[src/rtl/cnt_acc_pkg.sv]
// Shared constants for the channel popcount accumulator: register map,
// CTRL bit positions, bus transfer encoding and the bus FSM state type.
package cnt_acc_pkg;

  localparam logic [31:0] ADDR_CTRL     = 32'h0000_0000;
  localparam logic [31:0] ADDR_STATUS   = 32'h0000_0004;
  localparam logic [31:0] ADDR_ACC_BASE = 32'h0000_0010;

  localparam int CTRL_EN_BIT  = 0;
  localparam int CTRL_SAT_BIT = 1;
  localparam int CTRL_CLR_BIT = 2;

  localparam logic [1:0] TRANS_REQ = 2'b10;

  typedef enum logic {
    BUS_IDLE = 1'b0,
    BUS_RESP = 1'b1
  } bus_state_e;

  function automatic logic [31:0] acc_addr(input int n);
    return ADDR_ACC_BASE + 32'(4 * n);
  endfunction

endpackage

[src/rtl/cnt_acc_popcnt.sv]
// Combinational population count of one sample word.
module cnt_acc_popcnt #(
  parameter  int data_width_p = 10,
  localparam int cnt_width_p  = $clog2(data_width_p + 1)
) (
  input  logic [data_width_p-1:0] data_i,
  output logic [cnt_width_p-1:0]  cnt_o
);

  always_comb begin
    cnt_o = '0;
    for (int i = 0; i < data_width_p; i++) begin
      cnt_o = cnt_o + cnt_width_p'(data_i[i]);
    end
  end

endmodule

[src/rtl/cnt_acc.sv]
// Per-channel popcount accumulator with a register bus for control and readback.
//   state    | meaning
//   BUS_IDLE | waiting for a request; a request is captured and decoded here
//   BUS_RESP | ready strobe with the captured response; new requests ignored
module cnt_acc
  import cnt_acc_pkg::*;
#(
  parameter  int data_width_p = 10,
  parameter  int chan_p       = 4,
  parameter  int acc_width_p  = 16,
  localparam int cnt_width_p  = $clog2(data_width_p + 1)
) (
  input  logic                      main_clk_i,
  input  logic                      main_rst_i,
  input  logic                      key_valid_i,
  output logic                      key_accept_o,
  input  logic [data_width_p-1:0]   key_data_i,
  input  logic [$clog2(chan_p)-1:0] key_chan_i,
  output logic [cnt_width_p-1:0]    cnt_o,
  output logic                      cnt_valid_o,
  input  logic [1:0]                bus_trans_i,
  input  logic [31:0]               bus_addr_i,
  input  logic                      bus_write_i,
  input  logic [31:0]               bus_wdata_i,
  output logic                      bus_ready_o,
  output logic                      bus_resp_o,
  output logic [31:0]               bus_rdata_o,
  output logic [chan_p-1:0]         ovf_o
);

  bus_state_e state_q, state_d;

  logic                   ctrl_en_q, ctrl_sat_q, clr_pend_q;
  logic [acc_width_p-1:0] acc_q [chan_p];
  logic [acc_width_p-1:0] acc_d [chan_p];
  logic [acc_width_p:0]   sum;
  logic [chan_p-1:0]      ovf_q, ovf_d;
  logic [cnt_width_p-1:0] pop, cnt_q;
  logic                   cnt_valid_q;
  logic                   resp_err_q;
  logic [31:0]            resp_rdata_q;

  logic                   capture, wr_en, xfer;
  logic                   hit_ctrl, hit_status, mapped;
  logic [chan_p-1:0]      hit_acc;
  logic [31:0]            rd_data;
  logic                   unused_wdata;

  cnt_acc_popcnt #(.data_width_p(data_width_p)) u_popcnt (
    .data_i (key_data_i),
    .cnt_o  (pop)
  );

  always_ff @(posedge main_clk_i) begin
    if (main_rst_i) state_q <= BUS_IDLE;
    else            state_q <= state_d;
  end

  always_comb begin
    state_d = state_q;
    unique case (state_q)
      BUS_IDLE: if (bus_trans_i == TRANS_REQ) state_d = BUS_RESP;
      BUS_RESP: state_d = BUS_IDLE;
      default:  state_d = BUS_IDLE;
    endcase
  end

  assign capture      = (state_q == BUS_IDLE) && (bus_trans_i == TRANS_REQ);
  assign wr_en        = capture && bus_write_i;
  assign key_accept_o = ctrl_en_q && !clr_pend_q;
  assign xfer         = key_valid_i && key_accept_o;
  assign unused_wdata = ^bus_wdata_i;

  // Exact-address match also rejects any non-word-aligned access.
  always_comb begin
    hit_ctrl   = (bus_addr_i == ADDR_CTRL);
    hit_status = (bus_addr_i == ADDR_STATUS);
    hit_acc    = '0;
    rd_data    = '0;
    for (int n = 0; n < chan_p; n++) hit_acc[n] = (bus_addr_i == acc_addr(n));
    mapped = hit_ctrl || hit_status || (|hit_acc);
    if (hit_ctrl) begin
      rd_data[CTRL_EN_BIT]  = ctrl_en_q;
      rd_data[CTRL_SAT_BIT] = ctrl_sat_q;
    end
    if (hit_status) rd_data[chan_p-1:0] = ovf_q;
    for (int n = 0; n < chan_p; n++) begin
      if (hit_acc[n]) rd_data[acc_width_p-1:0] = acc_q[n];
    end
  end

  // Priority per channel: clear, then bus write, then stream increment.
  always_comb begin
    sum   = '0;
    ovf_d = ovf_q;
    if (wr_en && hit_status) ovf_d = ovf_q & ~bus_wdata_i[chan_p-1:0];
    for (int n = 0; n < chan_p; n++) begin
      acc_d[n] = acc_q[n];
      sum      = {1'b0, acc_q[n]} + (acc_width_p + 1)'(pop);
      if (wr_en && hit_acc[n]) begin
        acc_d[n] = bus_wdata_i[acc_width_p-1:0];
      end else if (xfer && (32'(key_chan_i) == 32'(n))) begin
        if (sum[acc_width_p]) begin
          ovf_d[n] = 1'b1;
          acc_d[n] = ctrl_sat_q ? '1 : sum[acc_width_p-1:0];
        end else begin
          acc_d[n] = sum[acc_width_p-1:0];
        end
      end
    end
    if (clr_pend_q) begin
      ovf_d = '0;
      for (int n = 0; n < chan_p; n++) acc_d[n] = '0;
    end
  end

  always_ff @(posedge main_clk_i) begin
    if (main_rst_i) begin
      ctrl_en_q    <= 1'b0;
      ctrl_sat_q   <= 1'b0;
      clr_pend_q   <= 1'b0;
      ovf_q        <= '0;
      cnt_q        <= '0;
      cnt_valid_q  <= 1'b0;
      resp_err_q   <= 1'b0;
      resp_rdata_q <= '0;
      for (int n = 0; n < chan_p; n++) acc_q[n] <= '0;
    end else begin
      clr_pend_q <= 1'b0;
      if (wr_en && hit_ctrl) begin
        ctrl_en_q  <= bus_wdata_i[CTRL_EN_BIT];
        ctrl_sat_q <= bus_wdata_i[CTRL_SAT_BIT];
        clr_pend_q <= bus_wdata_i[CTRL_CLR_BIT];
      end
      for (int n = 0; n < chan_p; n++) acc_q[n] <= acc_d[n];
      ovf_q       <= ovf_d;
      cnt_valid_q <= xfer;
      if (xfer) cnt_q <= pop;
      if (capture) begin
        resp_err_q   <= !mapped;
        resp_rdata_q <= bus_write_i ? '0 : rd_data;
      end
    end
  end

  assign bus_ready_o = (state_q == BUS_RESP);
  assign bus_resp_o  = bus_ready_o && resp_err_q;
  assign bus_rdata_o = bus_ready_o ? resp_rdata_q : '0;
  assign cnt_o       = cnt_q;
  assign cnt_valid_o = cnt_valid_q;
  assign ovf_o       = ovf_q;

endmodule

[config.mk]
export PLATFORM = sky130hd
export DESIGN_NAME = cnt_acc
export DESIGN_NICKNAME = d
export VERILOG_FILES = /design/src/rtl/cnt_acc_pkg.sv /design/src/rtl/cnt_acc_popcnt.sv /design/src/rtl/cnt_acc.sv
export SDC_FILE = /design/constraint.sdc
export NUM_CORES = 1
export LEC_CHECK = 0
export ABC_CLOCK_PERIOD_IN_PS = 9800
export BUFFER_PORTS_ARGS = -buffer_cell sky130_fd_sc_hd__buf_2
export CORE_ASPECT_RATIO = 0.5
export CORE_MARGIN = 2
export CORE_UTILIZATION = 40
export CTS_BUF_LIST = sky130_fd_sc_hd__clkbuf_8 sky130_fd_sc_hd__clkbuf_16
export CTS_CLUSTER_SIZE = 30
export DETAILED_ROUTE_END_ITERATION = 12
export GPL_ROUTABILITY_DRIVEN = 0
export PLACE_DENSITY = 0.69
export RECOVER_POWER = 50
export SLEW_MARGIN = 20
export SYNTH_ARGS = -nofsm -noshare
export SYNTH_HDL_FRONTEND = slang
export SYNTH_HIERARCHICAL = 1
export SYNTH_SLANG_ARGS = --single-unit
[constraint.sdc]
create_clock -name main_clk_i -period 9.8 [get_ports main_clk_i]
set_input_delay 1.47 -clock main_clk_i [delete_from_list [all_inputs] [get_ports main_clk_i]]
set_output_delay 1.47 -clock main_clk_i [all_outputs]
set_load 0.03 [all_outputs]
Word-level counts from Yosys, hierarchy flattened
Memories as Yosys holds them, arrays and structs flattened.
Index checks and enable logic that the tools add are counted.
{ "totals": {"register_bits": 46, "ram_bits": 64, "input_bits": 82, "out_inout_bits": 44, "wordCells": 111, "mem_count": 1} }
{ "mem_list": {"columns": ["memory", "depth", "word_bits", "read_ports", "rd_ports_with_merged_regs", "wr", "line", "text"], "rows": [
  ["acc_q", 4, 16, 4, 0, 4, "cnt_acc.sv:34", "logic [acc_width_p-1:0] acc_q [chan_p];"]
]} }
{ "op_classes": {"addsub": 13, "n_eq_ne": 9, "n_mux": 47, "bitwise": 8, "reduce_logical": 24} }
{ "op_table": {"columns": ["cell", "count"], "rows": [
  ["$mux W16", 25],
  ["$eq A32 B5 Y1 const B", 4],
  ["$add A16 B4 Y17", 4],
  ["$mux W64", 1],
  ["$add A4 B1 Y4", 8],
  ["$eq A32 B3 Y1 const B", 1],
  ["$logic_not A32 Y1", 1],
  ["$mux W32", 1],
  ["$mux W1", 16],
  ["$logic_and A1 B1 Y1", 15],
  ["$mux W4", 2],
  ["$eq A2 B2 Y1 const B", 3],
  ["$and A4 B4 Y4", 1],
  ["$not A4 Y4", 1],
  ["$or A1 B1 Y1", 4],
  ["$reduce_or A2 Y1", 2],
  ["$reduce_or A4 Y1", 1],
  ["$add A1 B1 Y2", 1],
  ["$eq A2 B1 Y1 const B", 1],
  ["$logic_not A1 Y1", 2],
  ["$logic_not A2 Y1", 1],
  ["$logic_or A1 B1 Y1", 2],
  ["$mux W2", 1],
  ["$not A1 Y1", 2],
  ["$pmux W1 S2", 1]
]} }

Depth between registers and ports, before layout
{ "depth": {"ltp_word": 16, "depth_mapped": 16, "ltp_nobuf": 15} }

Cells and area by module
The synthesis kept the hierarchy.
{ "by_module_without_submodules": {"columns": ["module", "instances", "cells_per_inst", "area_each_um2", "seq_area_each_um2"], "rows": [
  ["cnt_acc", 1, 793, 6267.3, 1881.8],
  ["cnt_acc_popcnt", 1, 26, 246.5, 0.0]
]} }

Worst setup path after synthesis
OpenSTA, ideal clock, no wires.
{ "synth_timing": {"path_type": "input to register", "start": "in key_data_i[2]", "end": "mem acc_q[3][15]", "setup_time_ns": 0.115, "arrival_ns": 6.121, "required_ns": 9.685, "path_slack_ns": 3.564, "path_stages": 14, "path_buffers": 0, "cell_sequence": "inv_1 fa_1 fa_1 fa_1 inv_1 fa_1 fa_1 fa_1 a21o_1 o21a_1 and3_1 nor3b_1 a211oi_1 a31o_1"} }
{ "synth_lines": {"columns": ["element", "line", "text"], "rows": [
  ["from (decl)", "cnt_acc.sv:17", "input logic [data_width_p-1:0] key_data_i,"],
  ["to (decl)", "cnt_acc.sv:34", null]
]} }

==> results.toml <==
[logic_synthesis]
syn_inst = 819
avgSynthCellArea_um2 = 7.953
async_flop_share = 0
yosysUniqueCellTypes = 64
ys_ff_latch = 94
synth_area_um2 = 6514
synth_edf_count = 0
yosysWarnings = 6
synthFlopType = "dfxtp_1"
seq_area_frac_synth = 0.2889

[run]
maxCapViolations = 0

[clock_tree]
ctsRootBufferMaster = "clkbuf_16"
cts_buffer_depth = 2
cts_tree = "yes"
post-cts-setup-buffers = 0
clk_latency_ns = 0.36
cts_resized = 0
cts_sinks = 94
numCtsBuffers = 9
path_clk_slew_ns = 0.07
cts_hold_buffers = 0
cts_max_level = 3

[timing]
tightestPinTransition_ns = 1.005
fmax_ghz = 0.1511
finalWorstSetupSlack_ns = 3.181
max_slew_margin = 0.3238
fin_crit_ns = 6.619
hold_viol = 0
fin_setup_tns_ns = 0
setup_violations = 0
drv_slew = 0
min_period_over_period = 0.6754
skew_ns = 0.009980
rsz0062_at_grt = "no"

[detailed_routing]
routed_via_density = 5.887
wl_per_cell_um = 17.85
firstDrtPassIters = 5
drt_iter0_markers = 671
ant_nets = 0
vias = 6535
drc = 0
finalWirelength_um = 19820

[die]
num_io_pins = 126
die_h_um = 94.24
fp.dieW_um = 184.5
placementRows = 32
core-area_um2 = 15660
start_util = 0.4161
die_area_um2 = 17380

[pwr]
p_leak_nw = 2.872
total_power_uw = 944.9
switching_share = 0.3134
switchingPower_uw = 296.1
p_int_uw = 648.8
p_comb_frac = 0.198
power_density_nw_per_um2 = 128.5
vdd_ir_drop_max_mv = 0.08375
p_seq_frac = 0.405
power.share.clock = 0.397

[final_layout]
instances_no_fill = 1110
insertedDiodeCount = 0
nets = 997
syn_to_final_growth_pct = 12.91
drive_above_1_share = 0.1440

[global_route]
grt.overflow.total = 0
grt_max_degree = 51
grt_pass1_vias = 5936
grt_antenna_before_repair = 0
grt_pass1_wl_um = 31840
grt_usage = 0.2346

[worst_setup_path]
critPathCaptureType = "register"
crit_type = "input port to register"
worstPathMaxFanout = 9
startpoint = "key_data_i[2]"
worstPathRequired_ns = 10.02
arrival_ns = 6.84
r2r_start = "bus_ready_o"
critPathLaunchType = "input port"

[placement]
dp_hpwl_um = 14640
dp_cells = 1094
place_ws_ns = 2.942
io_buffer_count = 93

[hold_path]
min_from = "resp_rdata_q[8]"
hp-class = "register to register"

[status]
run_status = "complete, no violations"
-- cell usage in the layout, fill, tap and decap left out, types with 12 or more instances in the layout --
cell type / count
a2111oi_0: 24
a21oi_1: 36
and2_1: 20
and3_1: 16
buf_2: 71
clkbuf_1: 24
conb_1: 16
dfxtp_1: 94
ha_1: 21
inv_1: 28
mux2i_1: 14
nand2_1: 75
nand3_1: 38
nand4_1: 14
nor2_1: 73
nor3_1: 60
o211ai_1: 15
o21ai_0: 39
o221ai_1: 12
xnor2_1: 13
xor2_1: 22
-- registers in the layout, indices dropped and copies added, names as in the netlist --
register      cells
clr_pend_q        1
cnt_valid_o       1
cnt_o             4
resp_err_q        1
ovf_o             4
acc_q            64
ctrl_sat_q        1
bus_ready_o       1
ctrl_en_q         1
resp_rdata_q     16
-- power groups by stage --
| stage | clock (mW) | sequential [mW] | combinational, mW |
|---|---|---|---|
| after floorplan | 0 | 0.392 | 0.125 |
| after global placement | 0 | 0.392 | 0.177 |
| after CTS | 0.377 | 0.383 | 0.187 |
| after global routing | 0.389 | 0.383 | 0.206 |
| after detailed placement | 0 | 0.392 | 0.186 |
| final | 0.375 | 0.383 | 0.187 |
-- metal layers --
layer  wire length, µm  track usage
met4               397      0.07067
met2              8196       0.3393
met3              2337      0.07016
met5                 0            0
met1              8888       0.3321
-- kinds of logic after synthesis --
family,share of synthesized area
compound gates,0.2088
xor+xnor,0.04706
fa+ha+maj,0.07107
buf+inv,0.06646
flops,0.2889
mux,0.02670
other cells,0.0005757
simple gates,0.2904
-- critical path, stage by stage --
cell and delay (ns):
buf_2 0.08, inv_1 0.05, fa_1 0.55, fa_1 0.45, fa_1 0.50, inv_1 0.05, fa_1 0.41, fa_1 0.54
clkbuf_1 0.60, fa_1 0.37, nand3_1 0.16, a211oi_1 0.49, nand4_1 0.39, and3_1 0.35, a2111oi_0 0.39
-- synthesized netlist by cell type (17+ instances only) --
cell       count  area share
and2_1        27       0.026
a21oi_1       36       0.028
ha_1          21       0.040
inv_1         28       0.016
nor3_1        62       0.048
clkbuf_1      38       0.022
nand2_1       75       0.043
buf_4         17       0.020
o21ai_0       39       0.030
xor2_1        22       0.030
a2111oi_0     24       0.032
dfxtp_1       94        0.29
nor2_1        73       0.042
nand3_1       38       0.029
-- area by class of cell --
type / instances / area [µm²]
fillers: 1579 / 8300
multi-input cells: 648 / 4278
flip-flops and latches: 94 / 1882
repair buffers: 103 / 505.5
well taps: 221 / 276.5
clock buffers: 10 / 239.0
inverters: 28 / 105.1
clock inverters: 6 / 68.82
-- worst paths after layout --
kind	end	slack, ns	depth (start not counted)
max	acc_q[0][15]	3.18	15
min	resp_rdata_q[8]	0.45	2
max reg2reg	acc_q[0][15]	6.62	7
min reg2reg	resp_rdata_q[8]	0.45	2
-- per-stage QoR --
step / hold slack [ns] / utilization / cell area (µm²)
2_1_floorplan: 0.4167 / - / 6570
3_5_place_dp: 0.4378 / 0.4519 / 7074
6_report: 0.4477 / 0.4698 / 7355
4_1_cts: 0.4525 / 0.4715 / 7382
3_3_place_gp: 0.4287 / 0.4519 / 7074
5_1_grt: 0.4815 / 0.4698 / 7355
No activity file was read; power rests on OpenSTA's default activity.
